**src/rtl/riscv_pkg.sv**
```systemverilog
// rtl/riscv_pkg.sv - RV32 encoding constants and instruction-encoder types
//
// Purpose: shared opcode/funct enums, the canonical NOP word, the encoder
// command kinds, FSM states and the word-format selector used by
// instr_format_pack. MUL constants are always present; whether MUL is encoded
// is decided in instr_encoder by the ENC_MUL_EN macro.
package riscv_pkg;

  typedef enum logic [6:0] {
    OP_ALU    = 7'b0110011,
    OP_ALU_I  = 7'b0010011,
    OP_LW     = 7'b0000011,
    OP_SW     = 7'b0100011,
    OP_BRANCH = 7'b1100011,
    OP_JAL    = 7'b1101111,
    OP_LUI    = 7'b0110111
  } opcode_t;

  typedef enum logic [2:0] { F3_ADD_SUB = 3'b000 } f3_alu_t;
  typedef enum logic [2:0] { F3_BEQ     = 3'b000 } f3_branch_t;
  typedef enum logic [2:0] { F3_MUL     = 3'b000 } f3_mul_t;

  typedef enum logic [6:0] {
    F7_ALU_NORMAL   = 7'b0000000,
    F7_ALU_MODIFIED = 7'b0100000,
    F7_MUL          = 7'b0000001
  } f7_alu_modifier_t;

  // Word-sized load/store width.
  localparam logic [2:0]  F3_LW_SW      = 3'b010;
  // add x0, x0, x0
  localparam logic [31:0] NOP_INSTR_HEX = 32'h0000_0033;

  typedef enum logic [3:0] {
    CMD_ADD  = 4'd0,
    CMD_SUB  = 4'd1,
    CMD_ADDI = 4'd2,
    CMD_LW   = 4'd3,
    CMD_SW   = 4'd4,
    CMD_BEQ  = 4'd5,
    CMD_JAL  = 4'd6,
    CMD_LI   = 4'd7,
    CMD_NOP  = 4'd8,
    CMD_MUL  = 4'd9
  } enc_cmd_t;

  typedef enum logic [1:0] {
    IDLE    = 2'd0,
    EMIT    = 2'd1,
    EMIT_LO = 2'd2,
    NOPS    = 2'd3
  } enc_state_t;

  typedef enum logic [2:0] {
    FMT_R = 3'd0,
    FMT_I = 3'd1,
    FMT_S = 3'd2,
    FMT_B = 3'd3,
    FMT_U = 3'd4,
    FMT_J = 3'd5
  } fmt_t;

endpackage

```
**src/rtl/instr_format_pack.sv**
```systemverilog
// rtl/instr_format_pack.sv - combinational RV32 R/I/S/B/U/J field packer
//
// Ports:
//   fmt_i      word format selector
//   opcode_i   7-bit major opcode
//   funct3_i   3-bit funct3 (ignored for U/J)
//   funct7_i   7-bit funct7 (R only)
//   rd_i, rs1_i, rs2_i  register indices
//   imm_i      immediate; U format takes the upper 20 bits from imm_i[31:12]
//   instr_o    packed 32-bit instruction word
module instr_format_pack
  import riscv_pkg::*;
(
  input  fmt_t        fmt_i,
  input  logic [6:0]  opcode_i,
  input  logic [2:0]  funct3_i,
  input  logic [6:0]  funct7_i,
  input  logic [4:0]  rd_i,
  input  logic [4:0]  rs1_i,
  input  logic [4:0]  rs2_i,
  input  logic [31:0] imm_i,
  output logic [31:0] instr_o
);

  always_comb begin
    instr_o = NOP_INSTR_HEX;
    case (fmt_i)
      FMT_R: instr_o = {funct7_i, rs2_i, rs1_i, funct3_i, rd_i, opcode_i};
      FMT_I: instr_o = {imm_i[11:0], rs1_i, funct3_i, rd_i, opcode_i};
      FMT_S: instr_o = {imm_i[11:5], rs2_i, rs1_i, funct3_i, imm_i[4:0], opcode_i};
      FMT_B: instr_o = {imm_i[12], imm_i[10:5], rs2_i, rs1_i, funct3_i,
                        imm_i[4:1], imm_i[11], opcode_i};
      FMT_U: instr_o = {imm_i[31:12], rd_i, opcode_i};
      FMT_J: instr_o = {imm_i[20], imm_i[10:1], imm_i[11], imm_i[19:12],
                        rd_i, opcode_i};
      default: instr_o = NOP_INSTR_HEX;
    endcase
  end

endmodule

```
**src/rtl/instr_encoder.sv**
```systemverilog
// rtl/instr_encoder.sv - command-to-RV32 instruction encoder with output handshake
//
// Purpose: accepts one encoder command per handshake and emits one or more
// RV32 words on a valid/ready stream (LI -> LUI+ADDI, NOP c -> c+1 NOPs).
// Illegal commands are accepted, flagged with a one-cycle err_o, and dropped.
// Optional feature macro: ENC_MUL_EN (when undefined, MUL is illegal).
//
// Ports:
//   clk_i, rstn_i      clock, asynchronous active-low reset
//   cmd_valid_i/cmd_ready_o  command handshake
//   cmd_op_i           command kind (enc_cmd_t)
//   cmd_rd_i/rs1_i/rs2_i register indices
//   cmd_imm_i          signed immediate / NOP repeat count in [NOP_CNT_W-1:0]
//   instr_valid_o/instr_ready_i  output word handshake
//   instr_o            registered instruction word
//   err_o              one-cycle pulse after an illegal command is accepted
//   busy_o             high whenever the FSM is not IDLE
module instr_encoder
  import riscv_pkg::*;
#(
  parameter int NOP_CNT_W = 4
) (
  input  logic        clk_i,
  input  logic        rstn_i,
  input  logic        cmd_valid_i,
  output logic        cmd_ready_o,
  input  enc_cmd_t    cmd_op_i,
  input  logic [4:0]  cmd_rd_i,
  input  logic [4:0]  cmd_rs1_i,
  input  logic [4:0]  cmd_rs2_i,
  input  logic [31:0] cmd_imm_i,
  output logic        instr_valid_o,
  input  logic        instr_ready_i,
  output logic [31:0] instr_o,
  output logic        err_o,
  output logic        busy_o
);

  enc_state_t           state_q, state_d;
  logic [31:0]          instr_q, instr_d;
  logic                 valid_q, valid_d;
  logic                 err_q, err_d;
  logic                 li_pend_q, li_pend_d;
  logic [NOP_CNT_W-1:0] cnt_q, cnt_d;
  logic [4:0]           li_rd_q, li_rd_d;
  logic [11:0]          li_lo_q, li_lo_d;

  logic out_hs, accept, use_lo;
  logic fits12, fits13, fits21;

  logic        dec_legal, dec_li, dec_nop;
  fmt_t        dec_fmt;
  logic [6:0]  dec_op, dec_f7;
  logic [2:0]  dec_f3;
  logic [31:0] dec_imm;

  fmt_t        pk_fmt;
  logic [6:0]  pk_op;
  logic [2:0]  pk_f3;
  logic [4:0]  pk_rd, pk_rs1;
  logic [31:0] pk_imm, pk_word;

  assign out_hs = valid_q & instr_ready_i;
  // Ready in EMIT only when the held word is the command's last and it is
  // leaving this cycle, so single-word commands stream at one per cycle.
  assign cmd_ready_o = (state_q == IDLE) |
                       ((state_q == EMIT) & ~li_pend_q & instr_ready_i);
  assign accept = cmd_valid_i & cmd_ready_o;

  // Sign-extension tests: every bit above the sign bit equals the sign bit.
  assign fits12 = (cmd_imm_i[31:11] == {21{cmd_imm_i[11]}});
  assign fits13 = (cmd_imm_i[31:12] == {20{cmd_imm_i[12]}});
  assign fits21 = (cmd_imm_i[31:20] == {12{cmd_imm_i[20]}});

  always_comb begin
    dec_legal = 1'b1;
    dec_li    = 1'b0;
    dec_nop   = 1'b0;
    dec_fmt   = FMT_R;
    dec_op    = OP_ALU;
    dec_f3    = F3_ADD_SUB;
    dec_f7    = F7_ALU_NORMAL;
    dec_imm   = cmd_imm_i;
    case (cmd_op_i)
      CMD_ADD:  dec_f7 = F7_ALU_NORMAL;
      CMD_SUB:  dec_f7 = F7_ALU_MODIFIED;
      CMD_ADDI: begin
        dec_fmt = FMT_I; dec_op = OP_ALU_I; dec_legal = fits12;
      end
      CMD_LW: begin
        dec_fmt = FMT_I; dec_op = OP_LW; dec_f3 = F3_LW_SW; dec_legal = fits12;
      end
      CMD_SW: begin
        dec_fmt = FMT_S; dec_op = OP_SW; dec_f3 = F3_LW_SW; dec_legal = fits12;
      end
      CMD_BEQ: begin
        dec_fmt = FMT_B; dec_op = OP_BRANCH; dec_f3 = F3_BEQ;
        dec_legal = fits13 & ~cmd_imm_i[0];
      end
      CMD_JAL: begin
        dec_fmt = FMT_J; dec_op = OP_JAL; dec_legal = fits21 & ~cmd_imm_i[0];
      end
      CMD_LI: begin
        // ADDI sign-extends its 12 bits, so round the upper part up when bit 11 is set.
        dec_fmt = FMT_U; dec_op = OP_LUI; dec_li = 1'b1;
        dec_imm = {cmd_imm_i[31:12] + {19'd0, cmd_imm_i[11]}, 12'd0};
      end
      CMD_NOP: dec_nop = 1'b1;
`ifdef ENC_MUL_EN
      CMD_MUL: begin
        dec_f3 = F3_MUL; dec_f7 = F7_MUL;
      end
`endif
      default: dec_legal = 1'b0;
    endcase
  end

  // The packer is shared: it builds the LI low word (ADDI rd, rd, lo) while
  // EMIT holds the LUI, and otherwise encodes the incoming command. Both
  // uses never coincide because EMIT with LI pending does not accept.
  assign use_lo = (state_q == EMIT) & li_pend_q;

  always_comb begin
    if (use_lo) begin
      pk_fmt = FMT_I;
      pk_op  = OP_ALU_I;
      pk_f3  = F3_ADD_SUB;
      pk_rd  = li_rd_q;
      pk_rs1 = li_rd_q;
      pk_imm = {{20{li_lo_q[11]}}, li_lo_q};
    end else begin
      pk_fmt = dec_fmt;
      pk_op  = dec_op;
      pk_f3  = dec_f3;
      pk_rd  = cmd_rd_i;
      pk_rs1 = cmd_rs1_i;
      pk_imm = dec_imm;
    end
  end

  instr_format_pack u_pack (
    .fmt_i    (pk_fmt),
    .opcode_i (pk_op),
    .funct3_i (pk_f3),
    .funct7_i (dec_f7),
    .rd_i     (pk_rd),
    .rs1_i    (pk_rs1),
    .rs2_i    (cmd_rs2_i),
    .imm_i    (pk_imm),
    .instr_o  (pk_word)
  );

  always_comb begin
    state_d   = state_q;
    instr_d   = instr_q;
    valid_d   = valid_q;
    err_d     = 1'b0;
    li_pend_d = li_pend_q;
    cnt_d     = cnt_q;
    li_rd_d   = li_rd_q;
    li_lo_d   = li_lo_q;

    case (state_q)
      IDLE: ;
      EMIT: begin
        if (out_hs) begin
          if (li_pend_q) begin
            state_d   = EMIT_LO;
            instr_d   = pk_word;
            li_pend_d = 1'b0;
          end else begin
            state_d = IDLE;
            valid_d = 1'b0;
          end
        end
      end
      EMIT_LO: begin
        if (out_hs) begin
          state_d = IDLE;
          valid_d = 1'b0;
        end
      end
      NOPS: begin
        if (out_hs) begin
          if (cnt_q == '0) begin
            state_d = IDLE;
            valid_d = 1'b0;
          end else begin
            cnt_d = cnt_q - {{(NOP_CNT_W-1){1'b0}}, 1'b1};
          end
        end
      end
      default: begin
        state_d = IDLE;
        valid_d = 1'b0;
      end
    endcase

    // Accepting in EMIT implies the last word is leaving, so the case above
    // has already set IDLE/valid=0; an illegal command leaves it that way.
    if (accept) begin
      if (!dec_legal) begin
        err_d = 1'b1;
      end else if (dec_nop) begin
        state_d = NOPS;
        valid_d = 1'b1;
        instr_d = NOP_INSTR_HEX;
        cnt_d   = cmd_imm_i[NOP_CNT_W-1:0];
      end else begin
        state_d   = EMIT;
        valid_d   = 1'b1;
        instr_d   = pk_word;
        li_pend_d = dec_li;
        if (dec_li) begin
          li_rd_d = cmd_rd_i;
          li_lo_d = cmd_imm_i[11:0];
        end
      end
    end
  end

  always_ff @(posedge clk_i or negedge rstn_i) begin
    if (!rstn_i) begin
      state_q   <= IDLE;
      instr_q   <= NOP_INSTR_HEX;
      valid_q   <= 1'b0;
      err_q     <= 1'b0;
      li_pend_q <= 1'b0;
      cnt_q     <= '0;
      li_rd_q   <= 5'd0;
      li_lo_q   <= 12'd0;
    end else begin
      state_q   <= state_d;
      instr_q   <= instr_d;
      valid_q   <= valid_d;
      err_q     <= err_d;
      li_pend_q <= li_pend_d;
      cnt_q     <= cnt_d;
      li_rd_q   <= li_rd_d;
      li_lo_q   <= li_lo_d;
    end
  end

  assign instr_o       = instr_q;
  assign instr_valid_o = valid_q;
  assign err_o         = err_q;
  assign busy_o        = (state_q != IDLE);

endmodule

```
**config.mk**
```make
export PLATFORM = sky130hd
export DESIGN_NAME = instr_encoder
export DESIGN_NICKNAME = d
export VERILOG_FILES = /design/src/rtl/riscv_pkg.sv /design/src/rtl/instr_format_pack.sv /design/src/rtl/instr_encoder.sv
export SDC_FILE = /design/constraint.sdc
export NUM_CORES = 1
export LEC_CHECK = 0
export CORE_ASPECT_RATIO = 1.4
export CORE_MARGIN = 1
export CORE_UTILIZATION = 30
export DETAILED_ROUTE_END_ITERATION = 12
export SYNTH_ARGS = -nofsm -noshare
export SYNTH_HDL_FRONTEND = slang
export SYNTH_SLANG_ARGS = --single-unit
export TNS_END_PERCENT = 1
```
**constraint.sdc**
```tcl
create_clock -name clk_i -period 2.7 [get_ports clk_i]
set_input_delay 0.675 -clock clk_i [delete_from_list [all_inputs] [get_ports clk_i]]
set_output_delay 0.675 -clock clk_i [all_outputs]
set_load 0.03 [all_outputs]
```
==> results_dict.tcl <==
set metrics [dict create \
    synth_simple_gate_area_share_pct 21.53 \
    worst_path_max_delay_cell "or4_4" \
    dp.cells 705 \
    hold_viol_final 0 \
    status "finished with violations" \
    clkPwrFrac_pct 22.1 \
    synthDistinctLibCells 54 \
    synth_compound_area_share_pct 15.29 \
    grt_overflow 0 \
    r2r_slack_ns 0.56 \
    die_area_sq_um 13030 \
    synth_xor_xnor_area_share_pct 5.108 \
    synthTopCellsByArea "dfrtp_1 36%, mux2_4 6.4%, mux2_2 5.7%" \
    fmax_mhz 353.4 \
    fp.dieH_um 134.7 \
    grt_pass1_vias 3789 \
    cp_max_fo 8 \
    p_switching_w 0.001702 \
    grt_usage_pct 19.34 \
    fin_area_sq_um 5786 \
    initial_core_util_pct 30.64 \
    cts_hold_buf 0 \
    synthesis.area_sq_um 3772 \
    register_area_sq_um 1456 \
    clock-sinks 58 \
    multi_input_area_sq_um 2256 \
    slew_headroom_pct 51.99 \
    fp.dieW_um 96.77 \
    power.density_nw_per_um2 805.6 \
    crit_path_start "cmd_imm_i[25]" \
    cpLargestDelayFamily "simple AND/OR/NAND/NOR gates" \
    max_stage_delay_ns 0.52 \
    power_w 0.004661 \
    synthTopCellsByCount "54 x dfrtp_1, 53 x nand2_1, 29 x nor2_1" \
    cp_common_cell "or4_4" \
    violations "setup timing" \
    via_per_inst 5.307 \
    cts.path.max_buffers 2 \
    r2r-end "instr_o[11]$_DFF_PN0_" \
    synthArstFlopShare_pct 100.0 \
    wl_per_cell_um 17.39 \
    port-buffer-count 90 \
    worstPathRequired_ns 2.90 \
    synth_edf_count 0 \
    grt_max_degree 32 \
    dpl.hpwl_um 9709 \
    worst_pin_slew_ns 0.7201 \
    fin_ws_ns -0.1298 \
    rr_worst_depth 6 \
    syn_area_per_cell_sq_um 9.090 \
    power_frac_comb_pct 45.0 \
    cts_tree "built" \
    synth_top_area_share_pct 35.82 \
    synth_nets 474 \
    worstSetupPathType "in -> reg" \
    clk_pin_slew_ns 0.05 \
    synthCells 415 \
    finClkSkew_ns 0.006993 \
    wirelength_um 12630 \
    crit_chain "buf_6, or4_4, or4_4, o32ai_2, nand4_1, a31oi_4, nor2_4, buf_12, mux2_4" \
    crit_path_end_kind "register" \
    fp-row-count 48 \
    clkLatencyLatePin_ns 0.33 \
    place_ws_ns -0.8739 \
    rsz0062_at_grt "yes" \
    timing.final.crit_period_ns 2.830 \
    root_buffer "clkbuf_16" \
    switching_share_pct 36.51 \
    yosysMostFrequentCell "dfrtp_1" \
    synth_top_cell_by_area "dfrtp_1" \
    cts-htree-levels 3 \
    synthMuxAreaShare_pct 14.20 \
    seq_area_frac_synth_pct 38.61 \
    firstDrtPassIters 4 \
    antenna_found_initial 0 \
    drive_above_1_share_pct 28.82 \
    ant_nets 0 \
    first_iter_violations 229 \
    area_growth_pct 53.37 \
    pwr-share-seq_pct 32.8 \
    cts_inserted_buffers 9 \
    yosys.area_share.adder_pct 1.327 \
    diodes 0 \
    ys_warn_count 0 \
    synth_flop_cell "dfrtp_1" \
    io_pins 91 \
    setup_violations 24 \
    fill_cells 1152 \
    leakage_nw 2.512 \
    gp_congestion 0.8841 \
    ys_seq_elements 58 \
    crit_end "instr_o[11]$_DFF_PN0_" \
    vias 3853 \
    min_path_type "in -> async" \
    grt_pass1_wl_um 19640 \
    drv_slew 0 \
    dpl_cell_area_sq_um 5334 \
    arrival_ns 3.03 \
    core_sq_um 12310 \
    start_kind "input port" \
    cp.depth 9 \
    max_cap_viol_count 0 \
    fin_util_pct 46.99 \
    final_cells 726 \
    crit_buf_inv 2 \
    nets 631 \
    drc 0 \
    worstReg2RegStart "state_q[0]$_DFF_PN0_" \
    fin_crit_sh_pct 104.8 \
    p_int_w 0.002959 \
    synth_top_family_by_area "simple AND/OR/NAND/NOR gates" \
    ir_worst_vdd_uv 367.7 \
]
[state kept, by name, indices dropped and copies added (netlist names)]
name           cells
instr_o           32
li_lo_q           12
li_rd_q            5
cnt_q              4
state_q            2
err_o              1
instr_valid_o      1
li_pend_q          1
[cells in the final DEF (no fill, tap or decap), types with 12 or more instances in the layout]
master | synthesis | layout
mux2_4 | 16 | 17
clkdlybuf4s50_1 | 0 | 83
nor2_1 | 29 | 28
nand2_1 | 53 | 52
buf_4 | 0 | 74
o21ai_0 | 28 | 22
a21oi_1 | 27 | 25
dfrtp_1 | 54 | 54
nand4_1 | 12 | 12
nand3_1 | 18 | 17
mux2_2 | 19 | 19
xnor2_1 | 16 | 16
[worst min path at each step]
stage | from | cells after the start | endpoint
after CTS | rstn_i | 1 | instr_o[2]$_DFF_PN0_
after detailed placement | li_lo_q[2]$_DFFE_PN0P_ | 1 | li_lo_q[2]$_DFFE_PN0P_
after floorplan | rstn_i | 0 | cnt_q[0]$_DFF_PN0_
final | rstn_i | 1 | instr_o[2]$_DFF_PN0_
after global routing | rstn_i | 1 | instr_o[2]$_DFF_PN0_
after global placement | li_lo_q[0]$_DFFE_PN0P_ | 1 | li_lo_q[0]$_DFFE_PN0P_
[power groups by stage]
stage	Combinational (W)	Sequential [W]	Clock (W)
2_1_floorplan	0.000807	0.00187	0
3_3_place_gp	0.00199	0.00152	0
3_5_place_dp	0.00203	0.00153	0
4_1_cts	0.00207	0.00152	0.00106
5_1_grt	0.00223	0.00158	0.00110
6_report	0.00210	0.00153	0.00103
[final cells by class]
cell class	instances	area share, %
Multi-Input combinational cell	322	38.99
Inverter	9	0.5839
Clock inverter	3	0.2595
Timing Repair Buffer	172	27.31
Sequential cell	58	25.17
Clock buffer	12	4.433
Tap cell	150	3.244
[routing by layer]
layer | up-vias | GRT usage, % | part of all wire [%] | wire, um
li1 | 1825 | - | - | -
met5 | - | 0 | 0 | 0
met4 | 0 | 8.126 | 3.1 | 395
met1 | 1865 | 22.14 | 40 | 5018
met2 | 143 | 35.13 | 52 | 6613
met3 | 20 | 3.623 | 4.8 | 600
[cell families after synthesis]
| kind of cell | count (synthesis) |
|---|---|
| muxes | 43 |
| xor gates and xnor gates | 22 |
| AOI/OAI and AO/OA | 92 |
| and+or+nand+nor | 161 |
| buffers and inverters | 35 |
| adders and majority gates | 4 |
| DFF | 58 |
[per-stage QoR]
stage                     TNS (ns)  hold slack (ns)
after CTS                   -5.665           0.4215
after detailed placement    -27.23           0.4898
after global routing        -3.365           0.4603
final                       -2.423           0.4077
after global placement      -22.95           0.4828
after floorplan             -6.233           0.3794
[what timing repair did]
item | 4_1_cts | 5_1_grt
pin swaps | 8 | 5
setup endpoints to repair | 35 | 35
setup buffers | 1 | 4
gates cloned | 1 | 0
resized for setup | 31 | 19
No activity file was read; power rests on OpenSTA's default activity.
